**src/rtl/seq_div4b_if.sv**
```systemverilog
// Start/busy/done handshake and operand/result bus for the sequential divider.
interface seq_div4b_if #(
    parameter int unsigned DVD_W = 4,
    parameter int unsigned DVS_W = 2
);
    logic             start;
    logic [DVD_W-1:0] dividend;
    logic [DVS_W-1:0] divisor;
    logic             busy;
    logic             done;
    logic [DVD_W-1:0] quotient;
    logic [DVS_W-1:0] remainder;
    logic             div_by_zero;

    // Requester side: drives operands and start, observes status and results.
    modport master (
        output start, dividend, divisor,
        input  busy, done, quotient, remainder, div_by_zero
    );

    // Divider side.
    modport slave (
        input  start, dividend, divisor,
        output busy, done, quotient, remainder, div_by_zero
    );
endinterface

```
**src/rtl/seq_div4b.sv**
```systemverilog
// Sequential restoring divider: one quotient bit per clock, MSB first,
// with a start/busy/done handshake. All outputs come straight from flops.
module seq_div4b #(
    parameter int unsigned DVD_W = 4,
    parameter int unsigned DVS_W = 2
) (
    input  logic         clk,
    input  logic         rst_n,
    seq_div4b_if.slave   bus
);

    localparam int unsigned CNT_W = (DVD_W > 1) ? $clog2(DVD_W) : 1;

    typedef enum logic [1:0] {
        IDLE = 2'd0,
        RUN  = 2'd1,
        DONE = 2'd2
    } state_t;

    state_t           state_q, state_d;
    logic [DVD_W-1:0] dvd_q, dvd_d;
    logic [DVS_W-1:0] dvs_q, dvs_d;
    logic [DVS_W-1:0] p_q, p_d;
    logic [CNT_W-1:0] cnt_q, cnt_d;
    logic [DVD_W-1:0] qw_q, qw_d;
    logic             busy_q, busy_d;
    logic             done_q, done_d;
    logic [DVD_W-1:0] quot_q, quot_d;
    logic [DVS_W-1:0] rem_q, rem_d;
    logic             dbz_q, dbz_d;

    // Trial subtraction for the current bit. The partial remainder always
    // stays below the divisor, so DVS_W bits hold it; the trial value needs one more.
    logic [DVS_W:0]   t_c;
    logic             ge_c;
    logic [DVS_W-1:0] p_new_c;

    // Restoring step datapath.
    always_comb begin
        t_c     = {p_q, dvd_q[cnt_q]};
        ge_c    = (t_c >= {1'b0, dvs_q});
        p_new_c = ge_c ? DVS_W'(t_c - {1'b0, dvs_q}) : t_c[DVS_W-1:0];
    end

    // State and datapath registers; reset aborts any operation in flight.
    always_ff @(posedge clk or negedge rst_n) begin
        if (!rst_n) begin
            state_q <= IDLE;
            dvd_q   <= '0;
            dvs_q   <= '0;
            p_q     <= '0;
            cnt_q   <= '0;
            qw_q    <= '0;
            busy_q  <= 1'b0;
            done_q  <= 1'b0;
            quot_q  <= '0;
            rem_q   <= '0;
            dbz_q   <= 1'b0;
        end else begin
            state_q <= state_d;
            dvd_q   <= dvd_d;
            dvs_q   <= dvs_d;
            p_q     <= p_d;
            cnt_q   <= cnt_d;
            qw_q    <= qw_d;
            busy_q  <= busy_d;
            done_q  <= done_d;
            quot_q  <= quot_d;
            rem_q   <= rem_d;
            dbz_q   <= dbz_d;
        end
    end

    // Next-state and next-output logic.
    always_comb begin
        state_d = state_q;
        dvd_d   = dvd_q;
        dvs_d   = dvs_q;
        p_d     = p_q;
        cnt_d   = cnt_q;
        qw_d    = qw_q;
        busy_d  = busy_q;
        done_d  = 1'b0;
        quot_d  = quot_q;
        rem_d   = rem_q;
        dbz_d   = dbz_q;

        unique case (state_q)
            IDLE: begin
                if (bus.start) begin
                    busy_d = 1'b1;
                    if (bus.divisor != '0) begin
                        dvd_d   = bus.dividend;
                        dvs_d   = bus.divisor;
                        p_d     = '0;
                        qw_d    = '0;
                        cnt_d   = CNT_W'(DVD_W - 1);
                        state_d = RUN;
                    end else begin
                        // Divide by zero skips RUN and reports all-ones quotient.
                        quot_d  = '1;
                        rem_d   = '0;
                        dbz_d   = 1'b1;
                        done_d  = 1'b1;
                        state_d = DONE;
                    end
                end
            end
            RUN: begin
                qw_d[cnt_q] = ge_c;
                p_d         = p_new_c;
                if (cnt_q == '0) begin
                    quot_d  = qw_d;
                    rem_d   = p_new_c;
                    dbz_d   = 1'b0;
                    done_d  = 1'b1;
                    state_d = DONE;
                end else begin
                    cnt_d = cnt_q - CNT_W'(1);
                end
            end
            DONE: begin
                // Start is ignored here; busy drops as we leave.
                busy_d  = 1'b0;
                state_d = IDLE;
            end
            default: begin
                busy_d  = 1'b0;
                state_d = IDLE;
            end
        endcase
    end

    assign bus.busy        = busy_q;
    assign bus.done        = done_q;
    assign bus.quotient    = quot_q;
    assign bus.remainder   = rem_q;
    assign bus.div_by_zero = dbz_q;

endmodule
```
**src/flat_wrapper.sv**
```systemverilog
// flat-port wrapper written by rule: the top's interface ports become plain ports
module seq_div4b_flat 
#(
    parameter int unsigned DVD_W = 4,
    parameter int unsigned DVS_W = 2
)
  (clk, rst_n, bus_start, bus_dividend, bus_divisor, bus_busy, bus_done, bus_quotient, bus_remainder, bus_div_by_zero);
  seq_div4b_if #(.DVD_W(DVD_W), .DVS_W(DVS_W)) bus_i ();
  input  logic clk;
  input  logic rst_n;
  input wire logic [$bits(bus_i.start)-1:0] bus_start;
  input wire logic [$bits(bus_i.dividend)-1:0] bus_dividend;
  input wire logic [$bits(bus_i.divisor)-1:0] bus_divisor;
  output wire logic [$bits(bus_i.busy)-1:0] bus_busy;
  output wire logic [$bits(bus_i.done)-1:0] bus_done;
  output wire logic [$bits(bus_i.quotient)-1:0] bus_quotient;
  output wire logic [$bits(bus_i.remainder)-1:0] bus_remainder;
  output wire logic [$bits(bus_i.div_by_zero)-1:0] bus_div_by_zero;
  assign bus_i.start = bus_start;
  assign bus_i.dividend = bus_dividend;
  assign bus_i.divisor = bus_divisor;
  assign bus_busy = bus_i.busy;
  assign bus_done = bus_i.done;
  assign bus_quotient = bus_i.quotient;
  assign bus_remainder = bus_i.remainder;
  assign bus_div_by_zero = bus_i.div_by_zero;
  seq_div4b #(.DVD_W(DVD_W), .DVS_W(DVS_W)) u_core (.clk(clk), .rst_n(rst_n), .bus(bus_i));
endmodule
```
**config.mk**
```make
export PLATFORM = sky130hd
export DESIGN_NAME = seq_div4b_flat
export DESIGN_NICKNAME = d
export VERILOG_FILES = /design/src/rtl/seq_div4b_if.sv /design/src/rtl/seq_div4b.sv /design/src/flat_wrapper.sv
export SDC_FILE = /design/constraint.sdc
export NUM_CORES = 1
export LEC_CHECK = 0
export ABC_AREA = 1
export BUFFER_PORTS_ARGS = -buffer_cell sky130_fd_sc_hd__buf_2
export CORE_UTILIZATION = 30
export DETAILED_ROUTE_END_ITERATION = 6
export MAX_ROUTING_LAYER = met4
export SYNTH_ARGS = -nofsm -noshare
export SYNTH_HDL_FRONTEND = slang
export SYNTH_SLANG_ARGS = --single-unit
export TNS_END_PERCENT = 30
```
**constraint.sdc**
```tcl
create_clock -name clk -period 1.64 [get_ports clk]
set_clock_uncertainty 0.2 [all_clocks]
set_input_delay 0.164 -clock clk [delete_from_list [all_inputs] [get_ports clk]]
set_output_delay 0.164 -clock clk [all_outputs]
set_load 0.01 [all_outputs]
```
==> impl_results.md, run 1 <==
- Chip Height: between 60 and 70 um
- Power per cell area: around 2100 nW/um2
- Crit-path most repeated cell: nand2_2
- Post-DRT Antenna Nets: 0
- Share of post-route cells with drive strength above 1: about a third
- Initial antenna violation count: 0
- Row count: 22
- Initial core utilization: between 30% and 40%
- Worst setup margin: -0.1182 ns
- Ant diodes: 0
- Syn nets: 150
- Hold Vio Cnt, Final: 0
- Core Box Area: between 3000 and 4000 um2
- Crit-path max FO: 6
- DR vias/cell: about 4.4
- TritonCTS clock tree: yes
- CP bufs+invs: 3
- CTS sink cnt: 24
- H-tree levels: 1
- WL per Instance: roughly 11 um
- Power Internal: 1.807 mW
- Global-route wire length before repair: between 4 and 5 mm
- Final Critical Period: 1.758 ns
- Setup WS pre-CTS: -0.1323 ns
- Max-Cap Viols: 0
- Max IR drop VDD: approximately 0.00088 V
- Clk buf depth: 2
- DRC: 0
- Critical path's largest stage delay: between 0.4 and 0.5 ns
- Final setup violation count: 11
- P_leak: just under 0.8 nW
- NetSw: roughly 1.4 mW
- Violated checks: setup timing
- Clk Latency, worst-skew pair: between 0.2 and 0.3 ns
- Worst slew pin tran: 0.5160 ns
- Hold Path Class: input port to flop
- Post-placement cell count: around 210
- Final nets: about 190
- Final worst path period share: 107.2%
- Final GP Congestion: about 0.8
- Status: finished, violations left
- Synth Warn #: 0
- Logic gate share of total power: a little under three fifths
- Net Sw Frac: 43.93%
- Finished Layout Cells: approximately 220
- Crit end category: flop
- Cell Area, Synth: 1149 um2
- Critical path class: flop to flop
- Grt total ovfl: 0
- Die W: between 60 and 70 um
- Vias in the first global route: roughly 920
- CP top delay family: simple AND/OR/NAND/NOR gates
- Clock-pin slew on the worst setup and hold paths: 0.08 ns
- Fmax: 568.8 MHz
- Fin util: about two fifths
- Critical path arrival: 1.72 ns
- GRT Total Usage: a little over an eighth
- Slew Limit Fails: 0
- TritonCTS Buffers: 3
- FF+latch count, synth: 24
- Startpoint types: flop
- Clk network pwr share: between 10% and 20%
- Netlist cell types: 18
- Boundary pin count: 18
- Largest net degree at the start of global routing: 25
- # port buffers: 17
- Placed wire-length estimate: 1.738 mm
- DIE AREA: ~4000 um2
- Slew margin rel.: between 60% and 70%
- Critical Path RT: approximately 1.6 ns
- CTS root buf: clkbuf_8
- Violation count after the first detailed-route iteration: 31
- Sequence of cells on the critical path: inv_2 -> nand2_2 -> nand3_2 -> nand2_2 -> ha_4 -> inv_2 -> nand2_2 -> nand2_2 -> nand2_4 -> inv_2 -> nand2_1 -> nand2_1 -> o21ai_2
- Synthesized area per cell: ~8.5 um2
- Vias: 947
- RSZ-0062 raised after global routing: true
- Area grow syn2layout: 33.55%
- Seq pwr share: roughly a third
- Drt pass-1 iters: 4
- Sequential share of the synthesized area: 52.29%
- Routed WL: 2.370 mm
- Cells after synthesis: ~140
- Slowest CP cell: dfrtp_1
state kept, by name, summed over array words and instances (netlist names):
signal                  cells
u_core.state_q              2
u_core.cnt_q                2
u_core.qw_q                 3
u_core.bus.done             1
u_core.bus.div_by_zero      1
u_core.dvd_q                4
u_core.bus.quotient         4
u_core.dvs_q                2
u_core.bus.busy             1
u_core.bus.remainder        2
u_core.p_q                  2
cell usage in the layout (no fill, tap or decap), types with 5 or more instances in the layout:
cell           netlist  layout
buf_2                0      17
buf_4                0       6
o21ai_1              5       5
dfrtp_1             24      24
inv_2                2       7
inv_1               16      11
o21ai_0              7       5
nand2_1             46      38
ha_1                 6       5
nand2_2              1       8
nor2_1              11      11
dlygate4sd3_1        0       7
kinds of logic after synthesis:
logic type | share of synthesized area (%)
buffers and inverters | 5.883
DFF | 52.29
adders and majority gates | 6.536
AOI/OAI and AO/OA | 10.46
and+or+nand+nor | 24.84
tightest hold or removal path, stage by stage:
cell	delay [ns]
buf_2	0.12
nand2_1	0.10
nand2_1	0.07
cells in the mapped netlist (all sizes together):
library cell	count	area (um2)
nand2	48	190.2
dfrtp	24	600.6
inv	18	67.57
nor2	13	58.81
o21ai	13	76.32
a21oi	7	35.03
ha	6	75.07
nand3	4	25.02
a22o	1	8.760
nand3b	1	11.26
metal layers:
| metal | vias up | wire length (um) | part of all wire (%) | GRT usage [%] |
|---|---|---|---|---|
| li1 | 491 | - | - | - |
| met1 | 433 | 1077 | 45 | 17.28 |
| met2 | 19 | 1163 | 49 | 21.41 |
| met3 | 4 | 100 | 4.2 | 4.107 |
| met4 | 0 | 29 | 1.2 | 2.557 |
| met5 | - | 0 | 0 | - |
power by group through the flow:
stage               sequential (mW)  combinational, mW  clock (mW)
detailed placement             1.04               1.63           0
CTS                            1.03               1.72       0.406
finish                         1.04               1.79       0.395
global route                   1.07               2.02       0.435
global placement               1.03               1.58           0
floorplan                      1.06               1.09           0
through the flow:
stage	power (mW)	setup TNS, ns	hold WS (ns)	instance area (um2)
2_1_floorplan	2.154	-0.5865	-0.3316	1181
4_1_cts	3.151	-1.061	0.004332	1511
3_3_place_gp	2.615	-0.7548	-0.03007	1371
6_report	3.223	-1.002	0.009756	1534
5_1_grt	3.527	-1.835	0.03355	1534
3_5_place_dp	2.668	-1.163	-0.01713	1371
timing repair:
item	in CTS	in global routing
endpoints found under the hold margin	30	0
resized for setup	4	10
hold buffers	7	0
pin swaps	5	9
setup endpoints to repair	11	14
buffers inserted	0	0
cell type report:
| cell class | count | area (um2) |
|---|---|---|
| multi-input cells | 93 | 550.5 |
| clock buffers | 4 | 55.05 |
| repair buffers | 30 | 200.2 |
| flip-flops and latches | 24 | 600.6 |
| inverters | 18 | 67.56 |
| fillers | 381 | 2127 |
| well taps | 48 | 60.06 |
path summary, 6_finish.rpt:
kind,startpoint,end,slack (ns),cells after the start
worst max-delay path,u_core.cnt_q[0]$_DFFE_PN0P_,u_core.p_q[0]$_DFFE_PN0P_,-0.12,13
max in group asynchronous,rst_n,u_core.bus.remainder[1]$_DFFE_PN0P_,0.69,2
worst min-delay path,bus_start,u_core.bus.busy$_DFFE_PN0P_,0.01,3
min in group asynchronous,rst_n,u_core.dvd_q[1]$_DFFE_PN0P_,0.20,2
worst min register to register,u_core.bus.div_by_zero$_DFFE_PN0P_,u_core.bus.div_by_zero$_DFFE_PN0P_,0.28,2
worst max register to register,u_core.cnt_q[0]$_DFFE_PN0P_,u_core.p_q[0]$_DFFE_PN0P_,-0.12,13
Power figures use the tool's default switching activity.
==> run 2: changes to the inputs <==
- SETUP_SLACK_MARGIN: default -> 0.4
- clock period: 1.64 -> 2.05 ns (I/O delays scaled with it)
==> run 2 against run 1 <==
The run now ends clean. Hold slack gained 0.045 ns. Die area unchanged. Final area grew 2.4%. Largest cell class unchanged.
==> impl_results.md, run 2 (synthesized netlist as in run 1, its figures left out) <==
- TritonCTS clock tree: yes
- Final nets: 188 (+1.6%)
- Clock-pin slew on the worst setup and hold paths: 0.08 ns (about the same)
- Startpoint types: flop
- Status: complete, no violations
- Placed wire-length estimate: 1.795 mm (+3.3%)
- TritonCTS Buffers: 3 (unchanged)
- Initial core utilization: 31.37% (unchanged)
- Slew Limit Fails: 0 (unchanged)
- GRT Total Usage: 13.11% (-0.48 points)
- Commonest non-fill, non-tap cell in the layout: nand2_1
- Post-DRT Antenna Nets: 0 (unchanged)
- Pwr Total: 2.698 mW (-16%)
- Crit end category: flop
- H-tree levels: 1 (unchanged)
- Worst slew pin tran: 0.5247 ns (+0.008656 ns)
- Vias: 979 (+3.4%)
- Share of post-route cells with drive strength above 1: 34.88% (+0.56 points)
- Largest net degree at the start of global routing: 25 (unchanged)
- CTS root buf: clkbuf_8
- Power per cell area: 1717 nW/um2 (-18%)
- DIE AREA: 4080 um2 (unchanged)
- Grt total ovfl: 0 (unchanged)
- Filler Cells Inserted: 371 (-2.6%)
- Boundary pin count: 18 (unchanged)
- Clk buf depth: 2 (unchanged)
- Global-route wire length before repair: 4.015 mm (-4.1%)
- DR vias/cell: 4.450 (+2.0%)
- Commonest non-fill, non-tap cells in the layout: nand2_1, dfrtp_1, buf_2
- Routed WL: 2.561 mm (+8.1%)
- Core Box Area: 3661 um2 (unchanged)
- Chip Height: 63.88 um (unchanged)
- Initial antenna violation count: 0 (unchanged)
- Crit-path max FO: 6 (unchanged)
- Violation count after the first detailed-route iteration: 35 (+13%)
- Final GP Congestion: 0.8097 (+3.4%)
- Critical Path RT: 2.05 ns (+0.45 ns)
- P_leak: 0.7999 nW (+2.2%)
- Ant diodes: 0 (unchanged)
- DRC: 0 (unchanged)
- Clk Latency, worst-skew pair: 0.26 ns (about the same)
- Max IR drop VDD: 0.0008829 V (about the same)
- Fmax: 545.6 MHz (-4.1%)
- Vias in the first global route: 930 (+0.87%)
- CTS sink cnt: 24 (unchanged)
- Final worst path period share: 89.40% (-18 points)
- Row count: 22 (unchanged)
- WL per Instance: 11.64 um (+6.6%)
- Hold Vio Cnt, Final: 0 (unchanged)
- Final setup TNS: 0 ns (+1.002 ns)
- Area grow syn2layout: 36.82%
- Final setup violation count: 0 (-11)
- Critical path class: flop to flop
- # port buffers: 17 (unchanged)
- Die W: 63.88 um (unchanged)
- Max-Cap Viols: 0 (unchanged)
- Drt pass-1 iters: 4 (unchanged)
- Hold Path Class: input port to flop
- RSZ-0062 raised after global routing: true
- Final Critical Period: 1.833 ns (+0.07459 ns)
- Critical path arrival: 1.83 ns (+0.11 ns)
- Slew margin rel.: 65.02% (-0.58 points)
[run 2: cell count changes in the layout (fill, tap and decap cells not counted)]
cell	change
a21oi_2	-2
a21oi_4	+2
buf_4	+3
inv_1	+1
inv_2	-1
nand2_1	+1
nand2_2	-1
nor2_1	-1
nor2_2	+1
[run 2: power breakdown]
part	total (mW)	internal, mW	switching, mW
Sequential	0.835	0.688	0.148
Combinational	1.55	0.642	0.904
Clock	0.317	0.171	0.146
Total	2.70	1.50	1.20
[run 2: timing repair]
item / in CTS / in global routing
endpoints found under the setup margin: 11 / 14
hold buffers: 7 / 0
hold endpoints to repair: 30 / 0
buffers inserted: 4 / 5
pin swaps: 4 / 6
gates resized for setup: 4 / 11
[run 2: final timing paths]
| check | startpoint | to | slack (ns) | cells past startpoint |
|---|---|---|---|---|
| hold reg to reg | u_core.bus.remainder[0]$_DFFE_PN0P_ | u_core.bus.remainder[0]$_DFFE_PN0P_ | 0.28 | 2 |
| min in group asynchronous | rst_n | u_core.p_q[0]$_DFFE_PN0P_ | 0.24 | 2 |
| max in group asynchronous | rst_n | u_core.qw_q[2]$_DFFE_PN0P_ | 1.06 | 2 |
| hold / removal | bus_start | u_core.bus.busy$_DFFE_PN0P_ | 0.05 | 3 |
| setup reg to reg | u_core.cnt_q[0]$_DFFE_PN0P_ | u_core.bus.remainder[1]$_DFFE_PN0P_ | 0.22 | 13 |
| setup / recovery | u_core.cnt_q[0]$_DFFE_PN0P_ | u_core.bus.remainder[1]$_DFFE_PN0P_ | 0.22 | 13 |
[run 2: critical path, stage by stage, from the launching register on]
cell     delay (ns)
dfrtp_1        0.42
inv_2          0.11
nand2_1        0.08
nand3_2        0.07
nand2_2        0.07
ha_4           0.27
inv_2          0.03
nand2_2        0.05
nand2_2        0.06
nand2_4        0.13
inv_2          0.06
nand2_2        0.06
nand2_2        0.06
o21ai_2        0.10
[run 2: layout make-up]
type	count	area (um2)	area share, %
clock buffer	4	55.05	3.503
inverter	18	67.56	4.299
multi-input combinational	93	565.5	35.99
sequential	24	600.6	38.22
tap	48	60.06	3.822
timing repair buffer	33	222.7	14.17
[run 2: stage by stage]
stage                     cells  setup slack (ns)  hold WS (ns)  util (%)  area [um2]
after CTS                   215            0.2419       0.04062     40.74        1491
after floorplan             135            0.3250       -0.2906         -        1181
final                       220            0.2172       0.05441     42.93        1572
after global placement      200            0.2597      0.008857     36.23        1326
after global routing        220            0.1174       0.06592     42.93        1572
after detailed placement    200            0.1490       0.01558     36.23        1326
[run 2: metal layers]
metal  share of wire (%)  vias to the layer above  global-route usage, %
li1                    -                      494                      -
met1                  46                      452                  15.47
met2                  49                       29                  22.21
met3                 4.6                        4                  4.286
met4                0.94                        0                  1.705
met5                   0                        -                      -
